<file path="config.mk">
export PLATFORM = sky130hd
export DESIGN_NAME = rs_encoder
export DESIGN_NICKNAME = d
export VERILOG_FILES = /design/src/rtl/rs_encoder_pkg.sv /design/src/rtl/finite_field_multiplier_mastravito.sv /design/src/rtl/rs_lfsr_cell.sv /design/src/rtl/rs_encoder.sv
export SDC_FILE = /design/constraint.sdc
export NUM_CORES = 2
export LEC_CHECK = 0
export CORE_AREA = 2 2 537 539
export DETAILED_ROUTE_END_ITERATION = 10
export DIE_AREA = 0 0 539 541
export PLACE_DENSITY = 0.48
export SETUP_SLACK_MARGIN = 0.4
export SLEW_MARGIN = 20
export SYNTH_ARGS = -nofsm -noshare
export SYNTH_HDL_FRONTEND = slang
export SYNTH_SLANG_ARGS = --single-unit
</file>
<file path="constraint.sdc">
create_clock -name clk -period 7.78 [get_ports clk]
set_clock_uncertainty 0.2 [all_clocks]
set_input_delay 1.556 -clock clk [delete_from_list [all_inputs] [get_ports clk]]
set_output_delay 1.556 -clock clk [all_outputs]
set_load 0.01 [all_outputs]
</file>
<file path="src/rtl/rs_encoder_pkg.sv">
// Purpose : shared constants and state type for the Reed-Solomon encoder slice.
// Latency : n/a (declarations only).
// Backpres: n/a.
// reduction_matrix encoding: row j (bits [8*j+7:8*j], j=0..6) holds x^(8+j) mod p(x);
// bit 56 is reserved and ignored by the multipliers.
package rs_encoder_pkg;

    localparam int SYM_W       = 8;              // GF(2^8) symbol width
    localparam int RED_W       = 7 * SYM_W + 1;  // reduction_matrix width (57)
    localparam int NSYM_DEF    = 32;
    localparam int MAX_LEN_DEF = 255;

    typedef enum logic [1:0] {
        IDLE   = 2'd0,
        DATA   = 2'd1,
        PARITY = 2'd2
    } state_t;

endpackage

</file>
<file path="src/rtl/finite_field_multiplier_mastravito.sv">
// Purpose : combinational GF(2^8) multiply, Mastrovito style (carry-less product + matrix reduction).
// Latency : 0 cycles (pure combinational).
// Backpres: n/a.
// Ports   : a, b operands; reduction_matrix selects the field; y = a*b.
module finite_field_multiplier_mastravito
    import rs_encoder_pkg::*;
(
    input  logic [SYM_W-1:0] a,
    input  logic [SYM_W-1:0] b,
    input  logic [RED_W-1:0] reduction_matrix,
    output logic [SYM_W-1:0] y
);

    logic [2*SYM_W-2:0] prod;
    logic               unused_red_msb;

    // The top matrix bit carries no reduction row.
    assign unused_red_msb = reduction_matrix[RED_W-1];

    always_comb begin
        prod = '0;
        for (int i = 0; i < SYM_W; i++) begin
            for (int j = 0; j < SYM_W; j++) begin
                prod[i+j] = prod[i+j] ^ (a[i] & b[j]);
            end
        end
        // Fold each high-order term x^(8+j) back using its precomputed residue row.
        y = prod[SYM_W-1:0];
        for (int j = 0; j < SYM_W-1; j++) begin
            if (prod[SYM_W+j]) begin
                y = y ^ reduction_matrix[SYM_W*j +: SYM_W];
            end
        end
    end

endmodule

</file>
<file path="src/rtl/rs_lfsr_cell.sv">
// Purpose : one stage of the generator-division LFSR: register, constant multiply, XOR, shift/load mux.
// Latency : 1 cycle (register updates on the edge when feed/shift/clear is asserted).
// Backpres: holds its value whenever neither feed, shift nor clear is asserted.
// Ports   : coef = g_i, fb = feedback symbol, prev = r[i-1] (0 for stage 0), q = r[i].
module rs_lfsr_cell
    import rs_encoder_pkg::*;
(
    input  logic             clk,
    input  logic             rst,
    input  logic [RED_W-1:0] reduction_matrix,
    input  logic [SYM_W-1:0] coef,
    input  logic [SYM_W-1:0] fb,
    input  logic [SYM_W-1:0] prev,
    input  logic             clear,
    input  logic             feed,
    input  logic             shift,
    output logic [SYM_W-1:0] q
`ifdef RS_ENCODER_PARITY_FLAT_EN
    ,
    output logic [SYM_W-1:0] nxt_feed
`endif
);

    logic [SYM_W-1:0] prod;
    logic [SYM_W-1:0] feed_val;

    finite_field_multiplier_mastravito u_mul (
        .a                (fb),
        .b                (coef),
        .reduction_matrix (reduction_matrix),
        .y                (prod)
    );

    assign feed_val = prev ^ prod;

`ifdef RS_ENCODER_PARITY_FLAT_EN
    assign nxt_feed = feed_val;
`endif

    always_ff @(posedge clk or negedge rst) begin
        if (!rst) begin
            q <= '0;
        end else if (clear) begin
            q <= '0;
        end else if (feed) begin
            q <= feed_val;
        end else if (shift) begin
            q <= prev;
        end
    end

endmodule

</file>
<file path="src/rtl/rs_encoder.sv">
// Purpose : systematic RS encoder over GF(2^8): passes k message symbols, then appends NSYM parity symbols.
// Latency : 1 cycle input accept -> out_valid; 1 symbol/cycle, k+NSYM cycles per codeword at full rate.
// Backpres: single output register; in_ready drops and all state holds while out_valid && !out_ready.
// Optional: define RS_ENCODER_PARITY_FLAT_EN to add parity_flat (parallel parity snapshot).
// Ports   : clk/rst (async active-low); reduction_matrix, generator_flat static while busy;
//           start/msg_len/busy/len_error/done control; in_* and out_* valid-ready streams.
module rs_encoder
    import rs_encoder_pkg::*;
#(
    parameter int NSYM    = NSYM_DEF,
    parameter int MAX_LEN = MAX_LEN_DEF
) (
    input  logic                  clk,
    input  logic                  rst,
    input  logic [RED_W-1:0]      reduction_matrix,
    input  logic [SYM_W*NSYM-1:0] generator_flat,
    input  logic [7:0]            msg_len,
    input  logic                  start,
    output logic                  busy,
    output logic                  len_error,
    input  logic [SYM_W-1:0]      in_data,
    input  logic                  in_valid,
    output logic                  in_ready,
    output logic [SYM_W-1:0]      out_data,
    output logic                  out_valid,
    input  logic                  out_ready,
    output logic                  out_last,
    output logic                  done
`ifdef RS_ENCODER_PARITY_FLAT_EN
    ,
    output logic [SYM_W*NSYM-1:0] parity_flat
`endif
);

    localparam logic [7:0] NSYM_L = 8'(NSYM);
    localparam logic [7:0] K_MAX  = 8'(MAX_LEN - NSYM);

    state_t           state;
    state_t           state_nxt;
    logic [7:0]       k_len;
    logic [7:0]       cnt;
    logic [SYM_W-1:0] r [NSYM];

    logic             slot_free;
    logic             start_ok;
    logic             lfsr_clear;
    logic             accept;
    logic             last_data;
    logic             par_load;
    logic             last_hs;
    logic [SYM_W-1:0] fb;

    assign slot_free  = !out_valid || out_ready;
    assign start_ok   = start && (msg_len != 8'd0) && (msg_len <= K_MAX);
    assign lfsr_clear = (state == IDLE) && start_ok;
    assign in_ready   = (state == DATA) && slot_free;
    assign accept     = in_valid && in_ready;
    assign last_data  = accept && (cnt == k_len - 8'd1);
    // cnt counts parity symbols already loaded; stop loading once all NSYM are out.
    assign par_load   = (state == PARITY) && slot_free && (cnt != NSYM_L);
    assign last_hs    = (state == PARITY) && out_valid && out_ready && out_last;
    assign fb         = in_data ^ r[NSYM-1];
    assign busy       = (state != IDLE);

    // ---------------- FSM ----------------
    always_ff @(posedge clk or negedge rst) begin
        if (!rst) begin
            state <= IDLE;
        end else begin
            state <= state_nxt;
        end
    end

    always_comb begin
        state_nxt = state;
        case (state)
            IDLE:    if (start_ok)  state_nxt = DATA;
            DATA:    if (last_data) state_nxt = PARITY;
            PARITY:  if (last_hs)   state_nxt = IDLE;
            default:                state_nxt = IDLE;
        endcase
    end

    // ---------------- control and output register ----------------
    always_ff @(posedge clk or negedge rst) begin
        if (!rst) begin
            k_len     <= '0;
            cnt       <= '0;
            out_data  <= '0;
            out_valid <= 1'b0;
            out_last  <= 1'b0;
            done      <= 1'b0;
            len_error <= 1'b0;
        end else begin
            done <= last_hs;
            case (state)
                IDLE: begin
                    if (start) begin
                        if (start_ok) begin
                            len_error <= 1'b0;
                            k_len     <= msg_len;
                            cnt       <= '0;
                        end else begin
                            len_error <= 1'b1;
                        end
                    end
                end
                DATA: begin
                    if (accept) begin
                        out_data  <= in_data;
                        out_valid <= 1'b1;
                        cnt       <= last_data ? 8'd0 : cnt + 8'd1;
                    end else if (out_ready) begin
                        out_valid <= 1'b0;
                    end
                end
                PARITY: begin
                    if (par_load) begin
                        out_data  <= r[NSYM-1];
                        out_valid <= 1'b1;
                        out_last  <= (cnt == NSYM_L - 8'd1);
                        cnt       <= cnt + 8'd1;
                    end else if (last_hs) begin
                        out_valid <= 1'b0;
                        out_last  <= 1'b0;
                        cnt       <= '0;
                    end
                end
                default: ;
            endcase
        end
    end

    // ---------------- LFSR stages ----------------
`ifdef RS_ENCODER_PARITY_FLAT_EN
    logic [SYM_W-1:0] r_nxt [NSYM];
`endif

    for (genvar i = 0; i < NSYM; i++) begin : g_cell
        logic [SYM_W-1:0] prev;
        if (i == 0) begin : g_first
            assign prev = '0;
        end else begin : g_rest
            assign prev = r[i-1];
        end

        rs_lfsr_cell u_cell (
            .clk              (clk),
            .rst              (rst),
            .reduction_matrix (reduction_matrix),
            .coef             (generator_flat[SYM_W*i +: SYM_W]),
            .fb               (fb),
            .prev             (prev),
            .clear            (lfsr_clear),
            .feed             (accept),
            .shift            (par_load),
            .q                (r[i])
`ifdef RS_ENCODER_PARITY_FLAT_EN
            ,
            .nxt_feed         (r_nxt[i])
`endif
        );
    end

`ifdef RS_ENCODER_PARITY_FLAT_EN
    // Snapshot the final remainder as it is written on the last data symbol.
    always_ff @(posedge clk or negedge rst) begin
        if (!rst) begin
            parity_flat <= '0;
        end else if (lfsr_clear) begin
            parity_flat <= '0;
        end else if (last_data) begin
            for (int i = 0; i < NSYM; i++) begin
                parity_flat[SYM_W*i +: SYM_W] <= r_nxt[i];
            end
        end
    end
`endif

endmodule

</file>
After elaboration in Yosys (flattened, before gate mapping)
Cells that the tools add are included.
- logic and storage cells: 4296
- bits of input ports: 334
- output and inout port bits: 14
- register bits: 286
- bitwise gates (word level): 3872
- order comparisons: 1
- add/sub/neg operators: 2
- reduce and logical (&&, ||, !) cells: 27
- mux-type cells: 341
- equal/unequal tests: 13
- operators by type and width (kind ; count):
    two-way mux 8 bit ; 328
    AND 1 bit ; 2048
    XOR 8 bit ; 256
    XOR 1 bit ; 1568
    one-hot mux 8 bit (3 select lines) ; 1
    one-hot mux 8 bit (2 select lines) ; 1
    AND reduction 3 bit ; 4
    logical AND 1 bit ; 11
    inequality test 2 bit (second input constant) ; 5
    adder 8 x 1 -> 8 bit (second input constant) ; 1
    equality test 8 x 5 -> 1 bit (second input constant) ; 1
    equality test 8 bit ; 1
    <= comparator 8 bit (second input constant) ; 1
    inequality test 8 x 6 -> 1 bit (second input constant) ; 1
    nonzero test 8 bit ; 1
    subtractor 8 x 1 -> 8 bit (second input constant) ; 1
    two-way mux 1 bit ; 6
    two-way mux 2 bit ; 3
    one-hot mux 2 bit (3 select lines) ; 1
    nonzero test 2 bit ; 3
    nonzero test 3 bit ; 2
    AND reduction 5 bit ; 1
    AND reduction 2 bit ; 2
    inequality test 3 x 2 -> 1 bit (second input constant) ; 1
    8 further kinds ; 8

Logic depth before layout (Yosys ltp)
- depth in word-level cells: 26
- mapped depth: 15
- depth with buffers taken out: 11

Modules after synthesis
From an unflattened synthesis, not the netlist that was laid out.
- cells, all modules: 8775
- area, all modules: 68406.9 sq um
- modules (own cells, without submodules) (module ; cells each ; instances ; sequential area each (sq um) ; area each (sq um)):
    finite_field_multiplier_mastravito ; 219 ; 32 ; 0.0 ; 1577.8
    rs_lfsr_cell ; 48 ; 32 ; 200.2 ; 495.5
    rs_encoder ; 231 ; 1 ; 750.7 ; 2063.2

Worst setup path after synthesis
OpenSTA, ideal clock, no wires.
- path type: input to register
- start point: in in_data[3]
- end point: reg g_cell[22].u_cell.q[7]
- slack: 3.387 ns
- cell stages on the path: 12
- setup time: 0.132 ns
- path buffers: 2
- data arrival time: 4.061 ns
- required time: 7.448 ns
- cell sequence: xor2_1 -> buf_2 -> buf_4 -> nand2_1 -> xnor3_1 -> xnor2_1 -> nand2_1 -> xnor3_1 -> xnor2_1 -> a21bo_2 -> a221oi_1 -> nor2_1
- cells in the longest elaborated chain, start to end: 24
- elaborated cells between the ends (all ways): 41
- classes of those cells: mux: 9; bitwise: 32
- ends and longest elaborated chain (what ; line ; RTL):
    start: declaration ; rs_encoder.sv:21 ; input logic [SYM_W-1:0] in_data,
    XOR 8 bit * ; rs_encoder.sv:62 ; assign fb = in_data ^ r[NSYM-1];
    AND 1 bit ; finite_field_multiplier_mastravito.sv:24 ; prod[i+j] = prod[i+j] ^ (a[i] & b[j]);
    XOR 1 bit (5 in series) ; finite_field_multiplier_mastravito.sv:24 ;
    XOR 8 bit ; finite_field_multiplier_mastravito.sv:31 ; y = y ^ reduction_matrix[SYM_W*j +: SYM_W];
    two-way mux 8 bit ; finite_field_multiplier_mastravito.sv:30 ; if (prod[SYM_W+j]) begin
    XOR 8 bit ; finite_field_multiplier_mastravito.sv:31 ;
    two-way mux 8 bit ; finite_field_multiplier_mastravito.sv:30 ;
    XOR 8 bit ; finite_field_multiplier_mastravito.sv:31 ;
    [... 4 more ...] ; n/a ;
    two-way mux 8 bit * ; finite_field_multiplier_mastravito.sv:30 ;
    XOR 8 bit ; finite_field_multiplier_mastravito.sv:31 ;
    two-way mux 8 bit * ; finite_field_multiplier_mastravito.sv:30 ;
    XOR 8 bit ; finite_field_multiplier_mastravito.sv:31 ;
    two-way mux 8 bit * ; finite_field_multiplier_mastravito.sv:30 ;
    XOR 8 bit * ; rs_lfsr_cell.sv:34 ; assign feed_val = prev ^ prod;
    two-way mux 8 bit * ; rs_lfsr_cell.sv:45 ; end else if (feed) begin
    two-way mux 8 bit * ; rs_lfsr_cell.sv:43 ; end else if (clear) begin
    end signal: assignment ; rs_lfsr_cell.sv:46 ; q <= feed_val;
    end signal: assignment ; rs_lfsr_cell.sv:48 ; q <= prev;
    end: declaration ; rs_lfsr_cell.sv:17 ; output logic [SYM_W-1:0] q
Every way passes the cells marked *; elsewhere a longest branch is shown, timed or not.
A chain may end at the register's enable or synchronous reset.

Worst setup path after layout
- start point: in in_data[7]
- end point: reg g_cell[28].u_cell.q[7]
- cells in the longest elaborated chain, start to end: 20
- elaborated cells between the ends (all ways): 33
- classes of those cells: mux: 9; bitwise: 24
- ends and longest elaborated chain (what ; line):
    XOR 8 bit * ; rs_encoder.sv:62
    AND 1 bit ; finite_field_multiplier_mastravito.sv:24
    XOR 1 bit ; finite_field_multiplier_mastravito.sv:24
    XOR 8 bit ; finite_field_multiplier_mastravito.sv:31
    two-way mux 8 bit ; finite_field_multiplier_mastravito.sv:30
    XOR 8 bit ; finite_field_multiplier_mastravito.sv:31
    two-way mux 8 bit ; finite_field_multiplier_mastravito.sv:30
    XOR 8 bit ; finite_field_multiplier_mastravito.sv:31
    [... 4 more ...] ; n/a
    two-way mux 8 bit ; finite_field_multiplier_mastravito.sv:30
    XOR 8 bit ; finite_field_multiplier_mastravito.sv:31
    two-way mux 8 bit ; finite_field_multiplier_mastravito.sv:30
    XOR 8 bit ; finite_field_multiplier_mastravito.sv:31
    two-way mux 8 bit * ; finite_field_multiplier_mastravito.sv:30
    XOR 8 bit * ; rs_lfsr_cell.sv:34
    two-way mux 8 bit * ; rs_lfsr_cell.sv:45
    two-way mux 8 bit * ; rs_lfsr_cell.sv:43
    end signal: assignment ; rs_lfsr_cell.sv:46
    end signal: assignment ; rs_lfsr_cell.sv:48
    end: declaration ; rs_lfsr_cell.sv:17
Marked as above.

==> impl_metrics.ini <==
[run_status]
status = complete, no violations

[die]
die_x_um = 539
row_count = 197
start_util = 0.2282
die_area_sq_um = 291600
io_pins = 348
die_h_um = 541
core_sq_um = 286400

[power_and_ir_drop]
power_w = 0.04253
power.density_nw_per_um2 = 579.3
switching_share = 0.5210
p_leak_nw = 28.70
p_int_w = 0.02037
seqPwrFrac = 0.067
vdd_ir_drop_max_mv = 0.3466
clkPwrFrac = 0.055
combPwrFrac = 0.878
switchingPower_w = 0.02216

[job]
cap_viol_max_count = 0

[route]
first_pass_iters = 5
dr_total_vias = 65490
drt-initial-drc-count = 8083
post_drt_via_cell_ratio = 4.959
wire_per_inst_um = 26.60
wirelength_mm = 351.2
drc = 0
antenna_left = 0

[sta]
final.setup.tns_ps = 0
rsz0062_at_grt = no
worst_pin_slew_ps = 1292
final_max_slew_viol_count = 0
fmax_mhz = 176.8
fin_crit_sh = 0.7270
setup_viol_count_final = 0
period_needed_ps = 5656
setup_ws_ps = 2124
holdWs_ps = 296.4
slew_headroom = 0.1341
hold_viol = 0

[synth]
synthArstFlopShare = 1.000
synth_enable_flop_cells = 0
synth-main-ff-cell = dfrtp_1
syn_area_sq_um = 65360
avgSynthCellArea_sq_um = 6.817
netlist-cell-type-count = 57
synth_top_family_by_area = XOR/XNOR gates
synth_warnings = 0
synth.top_cell.area_share = 0.3274
yosysSeqAreaShare = 0.1095
muxShareOfSynthArea = 0.01449
synthTopCellsByArea = xnor2_1 33%, nand2_1 23%, dfrtp_1 11%, xor2_1 9.0%, xnor3_1 5.9%
synth_cells = 9588
yosys.area_share.simple = 0.2687
synth-xor-area-share = 0.4843
synth-compound-area-share = 0.05904
synthAdderAreaFrac = 0.001532
yosys.area.top_type = xnor2_1
ys_ff_latch = 286
syn-num-nets = 9930

[grt]
antenna_found_initial = 95
track_usage = 0.2320
grt_max_degree = 167
grt_pass1_wl_mm = 486.5
grt_pass1_vias = 59210
overflow = 0

[clock_network]
cts_tree = done
holdBufCountCts = 0
cts_resized = 0
clk-insertion-delay-late_ps = 700
path_clk_slew_ps = 60
ctsLongestPathBuffers = 3
cts-root-buf = clkbuf_16
clock-sinks = 286
htree_levels = 2
cts_setup_buffers = 0
cts_made_buffers = 45

[worst_setup_path]
crit_path_max_fanout = 21
critPathLaunchType = primary input
worstPathArrival_ps = 6000
cp-end-kind = flip-flop
crit_required_ps = 8120
path_class = primary input to flip-flop

[final_layout]
drive_gt1_frac = 0.04679
finalCoreUtilization = 0.2563
seq_area_sq_um = 7157
area_growth_pct = 12.32
fillers = 31780
nets = 9709
multi_input_area_sq_um = 54360

[place]
post-place-ws_ps = 1581
place_congestion = 0.8849
hpwlAfterDp_mm = 230.5
portBuffers = 346

[min_path]
min_path_type = flip-flop to flip-flop
cells in the final DEF, fill, tap and decap left out, drive strengths merged, types with 69 or more instances in the layout:
master / synthesis / routed
a21oi: 79 / 79
clkdlybuf4s50: 0 / 295
xor2: 679 / 679
nor2: 169 / 169
buf: 436 / 271
o21ai: 90 / 90
a311oi: 114 / 114
xnor2: 2468 / 2468
nand3: 87 / 87
mux2i: 71 / 71
o22ai: 69 / 69
nand2: 3990 / 3990
xnor3: 172 / 172
dfrtp: 286 / 286
worst paths after layout:
kind,from,end,slack (ps),cells after the start
worst max-delay path,in_data[7],g_cell[28].u_cell.q[7],2120,12
worst min-delay path,len_error,len_error,300,2
worst max register to register,g_cell[31].u_cell.q[6],g_cell[11].u_cell.q[7],3340,11
worst min register to register,len_error,len_error,300,2
max in group asynchronous,rst,g_cell[2].u_cell.q[4],5500,2
min in group asynchronous,rst,g_cell[1].u_cell.q[1],590,1
cell families after synthesis:
logic type,after synthesis
buf+inv,858
simple gates,4487
mux,92
compound gates,538
flops,286
xor+xnor,3319
fa+ha+maj,8
routing by layer:
metal / vias up / wire [um] / global-route usage
met5: - / 380 / 0
met4: 62 / 18740 / 0.1083
met3: 840 / 38450 / 0.05672
met2: 3754 / 145000 / 0.3388
met1: 31400 / 148700 / 0.3173
li1: 29430 / - / -
Yosys cell counts, drive strengths merged, types with 12 or more instances:
library cell / n
o22ai: 69
mux2: 21
and2: 21
a211oi: 31
or4: 41
inv: 24
nor3: 47
nor2: 169
o211ai: 12
dfrtp: 286
a32oi: 55
mux2i: 71
xnor3: 172
a21boi: 14
buf: 436
clkbuf: 398
nand2: 3990
o21ai: 90
nand3: 87
xnor2: 2468
nand4: 62
a21oi: 79
and3: 30
xor2: 679
a311oi: 114
o221ai: 19
metrics by stage:
stage | instances | instance area (sq um)
finish | 13210 | 73410
global route | 13190 | 73370
CTS | 13180 | 73350
detailed placement | 13100 | 71740
global placement | 13100 | 71710
floorplan | 9588 | 65360
critical path, cell delays in order:
cell             delay [ps]
clkdlybuf4s50_1         770
xnor2_2                1150
buf_4                   460
a211oi_1                130
nor4_1                  300
nand3b_1                150
xnor3_1                 400
xnor2_1                 350
xnor2_1                 160
a21bo_2                 230
a221oi_1                240
nor2_1                   60
state kept, by name (all words and copies together) (netlist names):
signal,cells
out_last,1
g_cell.u_cell.q,256
state,2
cnt,8
len_error,1
out_data,8
out_valid,1
k_len,8
done,1
layout make-up:
type / instances / share of cell area
antenna: 22 / 0.0007499
inverter: 24 / 0.001227
multi-input combinational: 8444 / 0.7405
clock buffer: 58 / 0.01709
timing repair buffer: 566 / 0.07370
clock inverter: 25 / 0.004823
sequential: 286 / 0.09749
tap: 3781 / 0.06444
power by group through the flow:
stage                     Sequential [W]  Clock, W  Combinational [W]
final                            0.00286   0.00234             0.0373
after global routing             0.00290   0.00242             0.0400
after CTS                        0.00284   0.00239             0.0370
after detailed placement         0.00285         0             0.0368
after global placement           0.00286         0             0.0367
after floorplan                  0.00246         0             0.0292
No activity file was read; power rests on OpenSTA's default activity.
